## src/rtl/branch_resolve_unit.sv

```systemverilog
// branch_resolve_unit
//   Retire side of the 2-bit dynamic branch predictor. Each conditional-branch
//   prediction made in ID is queued in order. When EX resolves the oldest branch,
//   this block flags a mispredict, supplies the correction PC, and emits the
//   saturating-counter write-back for the pattern table. It also keeps
//   retired-branch and mispredict statistics.
// Ports
//   clk, rst             clock, synchronous active-high reset
//   stall, exc_flush     pipeline stall / exception flush (flush wins)
//   id_*                 prediction push from ID (dir, counter, index, alt PC)
//   ex_resolve, ex_taken branch resolution from EX
//   full                 queue full (combinational from occupancy)
//   mispredict, correct_pc, upd_en, upd_idx, upd_ctr
//                        one-cycle retire pulses, registered one cycle after pop
//   underflow            sticky: resolve with empty queue or push into full queue
//   br_count, miss_count 32-bit wrapping statistics
module branch_resolve_unit #(
  parameter int DEPTH = 4,
  parameter int IDX_W = 13
) (
  input  logic             clk,
  input  logic             rst,
  input  logic             stall,
  input  logic             exc_flush,
  input  logic             id_push,
  input  logic             id_pred_taken,
  input  logic [1:0]       id_pred_ctr,
  input  logic [IDX_W-1:0] id_idx,
  input  logic [31:0]      id_alt_pc,
  input  logic             ex_resolve,
  input  logic             ex_taken,
  output logic             full,
  output logic             mispredict,
  output logic [31:0]      correct_pc,
  output logic             upd_en,
  output logic [IDX_W-1:0] upd_idx,
  output logic [1:0]       upd_ctr,
  output logic             underflow,
  output logic [31:0]      br_count,
  output logic [31:0]      miss_count
);
  localparam int PW = (DEPTH > 1) ? $clog2(DEPTH) : 1;

  typedef struct packed {
    logic             taken;
    logic [1:0]       ctr;
    logic [IDX_W-1:0] idx;
    logic [31:0]      alt_pc;
  } entry_t;

  entry_t        q [DEPTH];
  entry_t        head;
  entry_t        wr_ent;
  logic [PW-1:0] rd_ptr, wr_ptr;
  logic [PW:0]   count;

  logic empty, push_req, res_req, pop, miss, push_ok, ovf, res_empty;
  logic [1:0] nxt_ctr;

  assign empty  = (count == '0);
  assign full   = (count == (PW+1)'(DEPTH));
  assign head   = q[rd_ptr];
  assign wr_ent = '{taken: id_pred_taken, ctr: id_pred_ctr, idx: id_idx, alt_pc: id_alt_pc};

  // Flush cancels the cycle's push/pop outright, ahead of stall.
  assign push_req  = id_push & ~stall & ~exc_flush;
  assign res_req   = ex_resolve & ~stall & ~exc_flush;
  assign pop       = res_req & ~empty;
  assign res_empty = res_req & empty;
  assign miss      = pop & (ex_taken ^ head.taken);
  // A pop frees a slot the same cycle. A mispredict makes any same-cycle push wrong-path.
  assign push_ok   = push_req & (~full | pop) & ~miss;
  assign ovf       = push_req & full & ~pop;

  always_comb begin
    nxt_ctr = head.ctr;
    if (ex_taken) begin
      if (head.ctr != 2'd3) nxt_ctr = head.ctr + 2'd1;
    end else begin
      if (head.ctr != 2'd0) nxt_ctr = head.ctr - 2'd1;
    end
  end

  // Entry storage needs no reset; occupancy is tracked by count/pointers.
  always_ff @(posedge clk) begin
    if (push_ok) q[wr_ptr] <= wr_ent;
  end

  always_ff @(posedge clk) begin
    if (rst) begin
      rd_ptr     <= '0;
      wr_ptr     <= '0;
      count      <= '0;
      mispredict <= 1'b0;
      correct_pc <= '0;
      upd_en     <= 1'b0;
      upd_idx    <= '0;
      upd_ctr    <= '0;
      underflow  <= 1'b0;
      br_count   <= '0;
      miss_count <= '0;
    end else begin
      // Retire outputs are pulses. Data is zeroed when no branch retires.
      upd_en     <= pop;
      mispredict <= miss;
      correct_pc <= pop ? head.alt_pc : '0;
      upd_idx    <= pop ? head.idx    : '0;
      upd_ctr    <= pop ? nxt_ctr     : '0;

      if (exc_flush || miss) begin
        rd_ptr <= '0;
        wr_ptr <= '0;
        count  <= '0;
      end else begin
        if (push_ok) wr_ptr <= wr_ptr + 1'b1;
        if (pop)     rd_ptr <= rd_ptr + 1'b1;
        count <= count + {{PW{1'b0}}, push_ok} - {{PW{1'b0}}, pop};
      end

      if (pop)  br_count   <= br_count + 32'd1;
      if (miss) miss_count <= miss_count + 32'd1;
      if (ovf || res_empty) underflow <= 1'b1;
    end
  end
endmodule
```

## config.mk

```make
export PLATFORM = sky130hd
export DESIGN_NAME = branch_resolve_unit
export DESIGN_NICKNAME = d
export VERILOG_FILES = /design/src/rtl/branch_resolve_unit.sv
export SDC_FILE = /design/constraint.sdc
export NUM_CORES = 1
export LEC_CHECK = 0
export BUFFER_PORTS_ARGS = -buffer_cell sky130_fd_sc_hd__buf_4
export CORE_UTILIZATION = 40
export CTS_BUF_LIST = sky130_fd_sc_hd__clkbuf_8 sky130_fd_sc_hd__clkbuf_16
export DETAILED_ROUTE_END_ITERATION = 8
export GPL_ROUTABILITY_DRIVEN = 0
export HOLD_SLACK_MARGIN = 0.05
export PLACE_DENSITY = 0.6
export SLEW_MARGIN = 30
export SYNTH_ARGS = -nofsm -noshare
export SYNTH_HDL_FRONTEND = slang
export SYNTH_SLANG_ARGS = --single-unit
```

## constraint.sdc

```tcl
create_clock -name clk -period 8.8 [get_ports clk]
set_input_delay 1.32 -clock clk [delete_from_list [all_inputs] [get_ports clk]]
set_output_delay 1.32 -clock clk [all_outputs]
set_load 0.02 [all_outputs]
```

==> results.txt <==
- Result of the run: complete, no violations
* Fraction of the cycle the final worst path needs: roughly 42%
* Leading cell types in the layout, fill and taps excluded: 192 x sky130_fd_sc_hd__edfxtp_1, 174 x sky130_fd_sc_hd__buf_4, 121 x sky130_fd_sc_hd__dfxtp_1, 49 x sky130_fd_sc_hd__and2_1, 48 x sky130_fd_sc_hd__mux4_2
- Clock skew after layout: between 0.015 and 0.02 ns
- Setup violations remaining at the end of the flow were counted as 0.
* Sequential element share of the synthesized area: a little over two thirds
- In this run the post-CTS setup repair buffer count came out at 0.
- Data arrives at the worst endpoint at about 3.8 ns.
- TritonCTS built the clock tree.
* Width of the die: 173 µm
- The region available for standard cell placement spans 28800 µm².
- Number of filler cells placed in the layout: 2480
* Number of global-route vias before repair: 6919
- Clock tree synthesis selected as its root buffer the cell sky130_fd_sc_hd__clkbuf_16.
- The worst path meets setup with 5.09 ns of slack.
- # resized after CTS: 0
* Relative area change from synthesis to final layout: 24.6%
- Clock sink count: 315
- Share of synthesized flip-flops with an asynchronous set or reset: 0%
* Die extent in y: 173 µm
- Power density relative to cell area: 210 nW/µm²
* Worst-Skew Late Latency: slightly above 0.5 ns
- Detailed-route DRC error count: 0
- Overflow after GRT: 0
- Slowest cell delay on critical path: about 0.65 ns
* Leading area contributor after synthesis: sky130_fd_sc_hd__edfxtp_1
* Most repeated library cell on the critical path: sky130_fd_sc_hd__nor2_1
- For this block, the routed nets add up to 23300 µm of wire.
- Number of nets with antenna violations after routing: 0
- STA classifies the critical path startpoint as a flop.
- Worst Path Class, Setup: reg2reg
* Clk buf depth: 3
* DRT iter0 DRCs: approximately 480
- Path category of the worst min-delay check: reg2reg
- Max Transition Viols Final: 0
- Average instance area after synthesis: 15.2 µm²
- Die footprint: between 20000 and 30000 µm²
- Largest voltage drop on the vdd net: 0.000143 V
- Nets: 1016
- The first global-routing pass estimated ~37000 µm of wire.
* Port Buffers: 169
- Hold repair after CTS inserted 0 buffers.
* Number of top-level design ports: 170
- Counting the buffers created by CTS gives 34.
- The number of hold violations in the final report was 0.
* Placed cells: 1300
- At the placement stage, the worst setup path has a slack of ~4.8 ns.
- Count of flip-flops with a built-in enable after synthesis: 192
* Required time worst endpoint: 8.93 ns
- Synth Warn #: 0
* Vias after detailed routing: roughly 6800
* Largest fanout of any net on the critical path: 48
* Cell type of the slowest stage on the worst timing path: sky130_fd_sc_hd__dfxtp_4
- The initial utilization of the core area, before any placement, comes to 40.7%.
* Share of final-layout standard cells stronger than drive strength 1: 29.4%
* Netlist cell types: between 40 and 50
- Critical path buffer and inverter count: 2
- Ordered list of cells on the worst path: buf_16 -> mux4_2 -> xnor2_2 -> nor2_1 -> nor2_1 -> and2_2 -> buf_4
* Wire length per cell: 17.1 µm
- Synth top area cells: sky130_fd_sc_hd__edfxtp_1 49%, sky130_fd_sc_hd__dfxtp_1 21%, sky130_fd_sc_hd__mux4_2 9.2%
- Post-layout instance count excluding filler cells: 1365
- Using the TritonRoute via totals, the vias-per-cell ratio works out to 5.00.
* H-tree depth reported by CTS: 2
- Instance count of the mapped netlist: 771
* Relative slew slack: 48.4%
- Counting every net in the synthesized netlist gives 834.
- For the pin with the worst max-slew slack, the measured transition is 0.767 ns.
- Clock slew seen by the registers of the worst setup and hold paths: 0.06 ns
* Clock period minus worst slack: between 3 and 4 ns
- Most used DFF post-synth: sky130_fd_sc_hd__edfxtp_1
* Total global routing track utilization: approximately 16%
* Cell area after technology mapping: 11700 µm²
- Synthesis inferred between 300 and 400 register bits.
- Setup repair after global routing left no endpoint under its margin.
- The synthesized design devotes to its leading area cell type 49.2% of total area.
- The library cell used most frequently in the layout, excluding fill and tap cells, is sky130_fd_sc_hd__edfxtp_1.
* Setup_tns: 0 ns
- Standard-cell row count: 62
- Element type at the critical path end: flop
- Number of antenna violations at the first check in global routing: 2
- Broken down by cell family, the worst path's largest delay share belongs to buffers and inverters.
* Hold path start: underflow
* Maximum frequency from static timing analysis: between 200 and 300 MHz
- For this design the static power due to leakage is 5.16 nW.
* MaxCap Viol Count: 0
- Drt first pass iters: 4
* Final HPWL DP: around 14000 µm
- Entering global routing, the biggest net connects 70 pins.
==> registers in the layout, indices dropped and copies added, names as in the netlist, named ones only <==
register	flops
q	192
br_count	32
correct_pc	32
miss_count	32
upd_idx	13
count	3
rd_ptr	2
upd_ctr	2
wr_ptr	2
mispredict	1
underflow	1
upd_en	1
==> power by group <==
group	leakage (nW)	switching [W]	internal, W
logic	1.84	0.0000337	0.0000265
clock network	0.601	0.000567	0.000856
registers	2.73	0.00000225	0.00157
==> per-layer routing <==
metal / share of wire (%) / GRT usage, % / wire, µm / up-vias
met5: 0 / 0 / 0 / -
met3: 6.4 / 3.69 / 1490 / 36
met1: 45 / 21.6 / 10500 / 3350
li1: - / - / - / 3272
met4: 1.6 / 4.79 / 367 / 0
met2: 47 / 24.9 / 11000 / 173
==> synthesized netlist by cell type, types with 2 or more instances <==
| cell type | instances |
|---|---|
| sky130_fd_sc_hd__clkbuf_1 | 24 |
| sky130_fd_sc_hd__nor3_1 | 7 |
| sky130_fd_sc_hd__nand4_1 | 17 |
| sky130_fd_sc_hd__or3_1 | 27 |
| sky130_fd_sc_hd__and2_1 | 53 |
| sky130_fd_sc_hd__o21ai_0 | 17 |
| sky130_fd_sc_hd__o31ai_1 | 4 |
| sky130_fd_sc_hd__xor2_1 | 14 |
| sky130_fd_sc_hd__or2_2 | 2 |
| sky130_fd_sc_hd__a21o_1 | 2 |
| sky130_fd_sc_hd__edfxtp_1 | 192 |
| sky130_fd_sc_hd__and3_1 | 7 |
| sky130_fd_sc_hd__mux4_2 | 48 |
| sky130_fd_sc_hd__inv_1 | 18 |
| sky130_fd_sc_hd__dfxtp_1 | 123 |
| sky130_fd_sc_hd__a21oi_1 | 31 |
| sky130_fd_sc_hd__nor4_1 | 12 |
| sky130_fd_sc_hd__nand2_1 | 24 |
| sky130_fd_sc_hd__ha_1 | 7 |
| sky130_fd_sc_hd__nor2_1 | 48 |
| sky130_fd_sc_hd__and4_1 | 8 |
| sky130_fd_sc_hd__buf_2 | 5 |
| sky130_fd_sc_hd__xnor2_1 | 24 |
| sky130_fd_sc_hd__nand3_1 | 24 |
| sky130_fd_sc_hd__o21ai_1 | 11 |
| sky130_fd_sc_hd__or4_1 | 4 |
==> per-stage QoR <==
stage | area (µm²) | utilization, % | hold WS (ns) | total power, W
after floorplan | 11700 | - | 0.472 | 0.00163
after global placement | 13400 | 46.5 | 0.453 | 0.00167
after detailed placement | 13400 | 46.6 | 0.464 | 0.00167
after CTS | 14600 | 50.6 | 0.480 | 0.00310
after global routing | 14600 | 50.7 | 0.527 | 0.00316
final | 14600 | 50.7 | 0.475 | 0.00306
==> tightest hold or removal path, stage by stage, from the launching register on <==
cell and delay [ns]:
sky130_fd_sc_hd__dfxtp_1 0.33, sky130_fd_sc_hd__a31oi_1 0.05, sky130_fd_sc_hd__nor2_1 0.07
==> kinds of logic (layout without fill, tap and decap cells) <==
logic type | count (synthesis) | in the layout | synth area share [%]
AOI/OAI and AO/OA | 67 | 67 | 3.02
xor gates and xnor gates | 40 | 40 | 3.22
other | 0 | 2 | 0
and+or+nand+nor | 243 | 243 | 11.6
adders and majority gates | 9 | 9 | 1.00
buffers and inverters | 48 | 256 | 1.59
DFF | 315 | 315 | 70.3
muxes | 49 | 49 | 9.32
==> final timing paths <==
path / to / slack, ns / cells after the start
min reg2reg: underflow / 0.47 / 2
max: q[2][25] / 5.09 / 7
max reg2reg: q[2][25] / 5.09 / 7
min: underflow / 0.47 / 2
==> final cells by class <==
cell class / count / area (µm²) / area share (%)
Antenna cell: 2 / 5.00 / 0.0343
Clock inverter: 22 / 190 / 1.30
Tap cell: 384 / 480 / 3.29
Clock buffer: 40 / 945 / 6.47
Multi-Input combinational cell: 408 / 3310 / 22.7
Sequential cell: 315 / 8230 / 56.4
Timing Repair Buffer: 176 / 1360 / 9.33
Inverter: 18 / 67.6 / 0.463
Note: power is estimated with default switching activity, not from simulation.
